## src/rtl/bf_weight_sequencer.sv

```systemverilog
// bf_weight_sequencer
//
// Purpose: supplies the complex beamforming weight (bWeight_real/bWeight_imag)
// to the axis_multiplier datapath. Keeps a host-written shadow table and a
// datapath-facing active table. Weight, index and table changes only take
// effect on frame boundaries of the snooped multiplier input stream, so a
// frame is never split across two weights. Supports HOLD (fixed beam) and
// SCAN (step through 0..cfg_scan_last every cfg_dwell frames).
//
// Ports:
//   clock, resetn            clock, synchronous active-low reset
//   cfg_wr_en/addr/real/imag shadow-table write port
//   cfg_commit               request shadow->active copy at next boundary
//   cfg_mode                 0 = HOLD, 1 = SCAN (sampled on boundaries)
//   cfg_beam_sel             beam used in HOLD
//   cfg_dwell                frames per beam in SCAN (0 behaves as 1)
//   cfg_scan_last            last index of the scan range
//   mon_tvalid/tready/tlast  snoop of the multiplier input handshake
//   bWeight_real/imag        registered active weight
//   beam_idx                 index currently driving the weights
//   commit_pending           commit requested, not yet applied
//   commit_done              one-cycle pulse when the copy is applied
//   wr_drop                  sticky: a write arrived while a commit was pending
//   frame_count              number of boundaries seen (wraps)
module bf_weight_sequencer #(
  parameter int WEIGHT_WIDTH = 8,
  parameter int NUM_BEAMS    = 16,
  parameter int BEAM_IDX_W   = 4,
  parameter int DWELL_W      = 16,
  parameter int FCOUNT_W     = 16
) (
  input  logic                    clock,
  input  logic                    resetn,
  input  logic                    cfg_wr_en,
  input  logic [BEAM_IDX_W-1:0]   cfg_wr_addr,
  input  logic [WEIGHT_WIDTH-1:0] cfg_wr_real,
  input  logic [WEIGHT_WIDTH-1:0] cfg_wr_imag,
  input  logic                    cfg_commit,
  input  logic                    cfg_mode,
  input  logic [BEAM_IDX_W-1:0]   cfg_beam_sel,
  input  logic [DWELL_W-1:0]      cfg_dwell,
  input  logic [BEAM_IDX_W-1:0]   cfg_scan_last,
  input  logic                    mon_tvalid,
  input  logic                    mon_tready,
  input  logic                    mon_tlast,
  output logic [WEIGHT_WIDTH-1:0] bWeight_real,
  output logic [WEIGHT_WIDTH-1:0] bWeight_imag,
  output logic [BEAM_IDX_W-1:0]   beam_idx,
  output logic                    commit_pending,
  output logic                    commit_done,
  output logic                    wr_drop,
  output logic [FCOUNT_W-1:0]     frame_count
);

  typedef enum logic [1:0] {
    S_IDLE,
    S_HOLD,
    S_SCAN
  } state_t;

  state_t state;
  state_t next_state;

  logic [WEIGHT_WIDTH-1:0] shadow_real [NUM_BEAMS];
  logic [WEIGHT_WIDTH-1:0] shadow_imag [NUM_BEAMS];
  logic [WEIGHT_WIDTH-1:0] active_real [NUM_BEAMS];
  logic [WEIGHT_WIDTH-1:0] active_imag [NUM_BEAMS];

  logic [DWELL_W-1:0]      dwell_cnt;
  logic [DWELL_W-1:0]      next_dwell;
  logic [DWELL_W-1:0]      dwell_lim;
  logic [BEAM_IDX_W-1:0]   next_idx;
  logic [WEIGHT_WIDTH-1:0] next_real;
  logic [WEIGHT_WIDTH-1:0] next_imag;
  logic                    bnd;
  logic                    apply;

  // Next index/state as they would be if this cycle is a boundary. The
  // weight lookup reads the shadow bank when a commit lands on the same
  // boundary, so a new index sees the freshly copied table.
  always_comb begin
    bnd        = mon_tvalid & mon_tready & mon_tlast;
    apply      = bnd & commit_pending;
    dwell_lim  = (cfg_dwell == '0) ? '0 : cfg_dwell - DWELL_W'(1);
    next_state = state;
    next_idx   = beam_idx;
    next_dwell = dwell_cnt;
    case (state)
      S_IDLE, S_HOLD: begin
        if (cfg_mode) begin
          next_state = S_SCAN;
          next_idx   = '0;
          next_dwell = '0;
        end else begin
          next_state = S_HOLD;
          next_idx   = cfg_beam_sel;
        end
      end
      S_SCAN: begin
        if (!cfg_mode) begin
          next_state = S_HOLD;
          next_idx   = cfg_beam_sel;
        end else if (dwell_cnt >= dwell_lim) begin
          // >= rather than == keeps the scan moving if cfg_dwell shrinks mid-beam
          next_dwell = '0;
          next_idx   = (beam_idx >= cfg_scan_last) ? '0 : beam_idx + BEAM_IDX_W'(1);
        end else begin
          next_dwell = dwell_cnt + DWELL_W'(1);
        end
      end
      default: next_state = S_IDLE;
    endcase
    next_real = apply ? shadow_real[next_idx] : active_real[next_idx];
    next_imag = apply ? shadow_imag[next_idx] : active_imag[next_idx];
  end

  // All state, tables and registered outputs. Writes are refused while a
  // commit is pending so the bank being copied can never be half-updated.
  always_ff @(posedge clock) begin
    if (!resetn) begin
      for (int i = 0; i < NUM_BEAMS; i++) begin
        shadow_real[i] <= '0;
        shadow_imag[i] <= '0;
        active_real[i] <= '0;
        active_imag[i] <= '0;
      end
      state          <= S_IDLE;
      beam_idx       <= '0;
      dwell_cnt      <= '0;
      frame_count    <= '0;
      bWeight_real   <= '0;
      bWeight_imag   <= '0;
      commit_pending <= 1'b0;
      commit_done    <= 1'b0;
      wr_drop        <= 1'b0;
    end else begin
      commit_done <= apply;
      if (apply) begin
        for (int i = 0; i < NUM_BEAMS; i++) begin
          active_real[i] <= shadow_real[i];
          active_imag[i] <= shadow_imag[i];
        end
        commit_pending <= 1'b0;
      end else if (cfg_commit) begin
        commit_pending <= 1'b1;
      end

      if (cfg_wr_en) begin
        if (commit_pending) begin
          wr_drop <= 1'b1;
        end else begin
          shadow_real[cfg_wr_addr] <= cfg_wr_real;
          shadow_imag[cfg_wr_addr] <= cfg_wr_imag;
        end
      end

      if (bnd) begin
        state        <= next_state;
        beam_idx     <= next_idx;
        dwell_cnt    <= next_dwell;
        bWeight_real <= next_real;
        bWeight_imag <= next_imag;
        frame_count  <= frame_count + FCOUNT_W'(1);
      end
    end
  end

endmodule

```

## config.mk

```make
export PLATFORM = sky130hd
export DESIGN_NAME = bf_weight_sequencer
export DESIGN_NICKNAME = d
export VERILOG_FILES = /design/src/rtl/bf_weight_sequencer.sv
export SDC_FILE = /design/constraint.sdc
export NUM_CORES = 1
export LEC_CHECK = 0
export CORE_ASPECT_RATIO = 2
export CORE_MARGIN = 3
export CORE_UTILIZATION = 35
export DETAILED_ROUTE_END_ITERATION = 7
export DONT_BUFFER_PORTS = 1
export PLACE_DENSITY = 0.5
export SLEW_MARGIN = 20
export SYNTH_ARGS = -nofsm -noshare
export SYNTH_HDL_FRONTEND = slang
export SYNTH_SLANG_ARGS = --single-unit
```

## constraint.sdc

```tcl
create_clock -name clock -period 11.2 [get_ports clock]
set_clock_uncertainty 0.15 [all_clocks]
set_input_delay 2.24 -clock clock [delete_from_list [all_inputs] [get_ports clock]]
set_output_delay 2.24 -clock clock [all_outputs]
set_load 0.02 [all_outputs]
```

==> impl_summary.txt <==
----------------------------------------------------
[Clocking]
  Worst-path clk slew ... 0.07 ns
  Inserted Clock Buffers ... 52
  Number of hold buffers added after cts ... 0
  Clock sinks ... 569
  Quantity of gates resized following cts ... 0
  Number of H-tree branching levels ... 2
  Post-CTS setup buffer count ... 0
  Clock root buffer ... clkbuf_16
  Buffer levels on the longest clock path ... 3
  Clock latency of the later-clocked register in the worst-skew pair ... 0.60 ns
  Clock tree from TritonCTS ... yes

[Logic synthesis]
  Synthesized-area fraction occupied by and/or/nand/nor cells ... 25.8%
  Number of instances in the synthesized netlist ... 2427
  XOR/XNOR share of the synthesized area ... 1.20%
  Net Count, Synth ... 2504
  Proportion of synthesized area in mux cells ... 1.75%
  Combined area of all synthesized cells ... 27000 um^2
  Synthesized-area fraction occupied by adder cells ... 1.16%
  Register bit total from synthesis ... 569
  Average cell area after synthesis ... 11.1 um^2
  Count of flip-flops with a built-in enable after synthesis ... 512
  Synthesized-area fraction occupied by ao, oa, aoi and oai cells ... 6.11%
  Main combinational cell family by area after synthesis ... simple AND/OR/NAND/NOR gates
  Share of synthesized registers carrying an async set or reset ... 0%
  Synth warnings ... 0
  Distinct cells, synth ... 65
  Main flop type after synthesis ... edfxtp_1
  Register area share after synthesis ... 61.2%

[Route]
  Antenna Nets Post-Route ... 0
  Via density per instance ... 5.26
  Via count ... 17.9k
  Average wire per standard cell ... 23.2 um
  Number of remaining DRC errors ... 0
  Final routed wirelength across all metal layers ... 79100 um
  Number of search-and-repair iterations in the first detailed-routing pass ... 5
  Number of design-rule violations left by the first detailed-router iteration ... 1263

[Die]
  Number of standard-cell rows in the floorplan ... 143
  Initial Utilization ... 35.4%
  Die width ... 202 um
  Die H ... 399 um
  IO Pins ... 91
  Die area ... 80700 um^2
  Core Footprint ... 76200 um^2

[Pwr]
  Worst vdd ir ... 0.121 mV
  Power density over cell area ... 152 nW/um^2
  Share of power burned in the clock network ... 40.1%
  Portion of total power attributed to combinational logic ... 6.0%
  Switching portion of total power ... 23.0%
  Reg power frac ... 53.9%
  Switching power total ... 1.05 mW
  Internal Pwr Total ... 3.50 mW
  Leakage ... 11.0 nW
  Total power after layout ... 4.55 mW

[Timing]
  Hold Vio Cnt, Final ... 0
  Worst slew margin relative to its limit ... 22.2%
  Summed negative setup slack over all endpoints ... 0 ns
  Final slew viol count ... 0
  Post-route minimum period ... 7.64 ns
  RSZ-0062 raised after global routing ... false
  Transition time of the tightest slew-check pin ... 1.16 ns
  Final period util ... 68.2%
  Final Setup Violations ... 0
  Maximum clock frequency ... 131 MHz

[GRT]
  Total global-route track usage ... 19.2%
  GR Util met2 ... 36.5%
  Largest net degree at the start of global routing ... 163
  Initial antenna violation count ... 2
  Met1 usage in global routing ... 21.2%
  Most used routing layer in global routing ... met2
  First-pass GRT wire length ... 116000 um
  GR met3 Demand/Resource ... 2.52%
  Number of global-route vias before repair ... 18.3k
  Residual overflow from global routing ... 0

[Finish]
  Fill cell count ... 7397
  Diodes inserted ... 0
  FF/Latch Area ... 16500 um^2
  Syn-to-layout area delta ... 10.4%
  Cell area after layout ... 29800 um^2
  Footprint of the multi-input gates ... 9960 um^2
  Top library cells by usage in the layout, fill and taps aside ... 538 x and2_1, 512 x edfxtp_1, 499 x nand2_1
  Commonest non-fill, non-tap cell in the layout ... and2_1
  Share of final-layout standard cells stronger than drive strength 1 ... 6.93%
  Nets@finish ... 2429

[Place]
  Total of buffers placed on input and output ports ... 0
  Cell area after placement ... 28100 um^2
  Gpl congestion ... 0.826
  HPWL after detailed placement ... 49800 um

[Worst setup path]
  Required time at the endpoint of the critical path ... 11.51 ns
  Kind of start point of the critical path ... input pin
  Arrival time reported for the critical path endpoint ... 7.95 ns
  Slowest Stage Delay on Critical Path ... 0.83 ns
  Maximum fanout encountered on the critical timing path ... 16
  Crit path cell chain ... or4_1, nor4_1, nand4_1, nand2_1, ha_1, nand4_1, nor2_1, a211oi_1, a2111oi_0, nor4_2, buf_4, nor3b_2, nand2_1, o221a_2, o21ai_0, nor4_1
  CP startpoint ... cfg_dwell[11]
  Element type at the critical path end ... flop
  Critical path buffers and inverters ... 1
  Critical path's top delay family ... simple AND/OR/NAND/NOR gates
  FF-to-FF Start ... beam_idx[0]
  Setup CP Type ... input pin to flop
  Slowest cell on the critical path ... nor3b_2

[Worst hold path]
  Type of the tightest min-delay check ... flop to flop
  Worst Min Path Start ... dwell_cnt[3]

[Flow run]
  Max-capacitance violation count ... 0

[Outcome]
  Status ... finished, final reports clean

----------------------------------------------------
==> routing by layer <==
| layer | vias to the layer above | wire [um] |
|---|---|---|
| met5 | - | 0 |
| met4 | 0 | 3830 |
| met3 | 175 | 3870 |
| met2 | 498 | 42100 |
| met1 | 8885 | 29300 |
| li1 | 8368 | - |
==> cell families (layout without fill, tap and decap cells) <==
family	count (synthesis)	in the layout
xor+xnor	37	37
flops	569	569
compound gates	224	224
buf+inv	178	147
fa+ha+maj	25	25
mux	47	47
simple gates	1347	1347
==> metrics by stage <==
step / setup WS [ns] / instances / hold slack (ns) / util (%)
finish: 3.56 / 3411 / 0.376 / 39.1
global route: 3.06 / 3411 / 0.406 / 39.1
CTS: 3.54 / 3411 / 0.377 / 39.1
detailed placement: 2.84 / 3313 / 0.368 / 36.9
global placement: 3.05 / 3313 / 0.357 / 36.8
floorplan: 1.95 / 2427 / 0.330 / -
==> area by class of cell <==
class	count	area share, %
Sequential cell	569	55.4
Multi-Input combinational cell	1680	33.4
Tap cell	1015	4.26
Inverter	13	0.164
Timing Repair Buffer	36	1.03
Clock buffer	68	4.78
Clock inverter	30	0.936
==> sequential cells by signal, summed over array words and instances (netlist names) <==
| name | flops |
|---|---|
| active_imag | 128 |
| active_real | 128 |
| bWeight_imag | 8 |
| bWeight_real | 8 |
| beam_idx | 4 |
| commit_done | 1 |
| commit_pending | 1 |
| dwell_cnt | 16 |
| frame_count | 16 |
| shadow_imag | 128 |
| shadow_real | 128 |
| state | 2 |
| wr_drop | 1 |
==> synthesized netlist by cell type, types with 4 or more instances <==
master | n | area (um^2)
nor4_1 | 14 | 87.6
a221oi_1 | 7 | 61.3
xnor2_1 | 17 | 149
nand2_1 | 500 | 1880
buf_2 | 41 | 205
edfxtp_1 | 512 | 15400
and2_1 | 538 | 3370
a21boi_0 | 4 | 30.0
buf_4 | 11 | 82.6
nor2_1 | 44 | 165
clkbuf_1 | 107 | 402
or3_1 | 5 | 31.3
nor3b_1 | 11 | 82.6
nand4_1 | 17 | 106
a311oi_1 | 48 | 420
a21oi_1 | 33 | 165
nand3_1 | 112 | 561
o21ai_0 | 36 | 180
ha_1 | 25 | 313
nor3_1 | 14 | 70.1
a32oi_1 | 18 | 158
and3_1 | 57 | 357
a31oi_1 | 35 | 219
nor2b_1 | 7 | 43.8
xor2_1 | 20 | 175
dfxtp_1 | 57 | 1140
o221a_2 | 10 | 113
buf_1 | 5 | 18.8
or4_1 | 7 | 52.6
inv_1 | 13 | 48.8
o21ai_1 | 4 | 20.0
nand2b_1 | 11 | 68.8
mux2i_1 | 46 | 460
==> power groups by stage <==
stage / Clock, mW / Combinational, mW / Sequential, mW
6_report: 1.82 / 0.273 / 2.45
5_1_grt: 1.94 / 0.298 / 2.46
4_1_cts: 1.87 / 0.278 / 2.45
3_5_place_dp: 0 / 0.277 / 2.50
3_3_place_gp: 0 / 0.275 / 2.49
2_1_floorplan: 0 / 0.187 / 2.50
==> tightest hold or removal path, delay by kind of cell (launching register included) <==
family             cells  cell delay [ns]
and+or+nand+nor        1             0.06
DFF                    1             0.35
AOI/OAI and AO/OA      1             0.06
==> final timing paths <==
path | endpoint | slack (ns) | cells past startpoint
setup / recovery | bWeight_real[0] | 3.56 | 16
hold reg to reg | dwell_cnt[3] | 0.38 | 2
setup reg to reg | bWeight_imag[4] | 6.04 | 13
hold / removal | dwell_cnt[3] | 0.38 | 2
(Power assumes the default switching activity.)
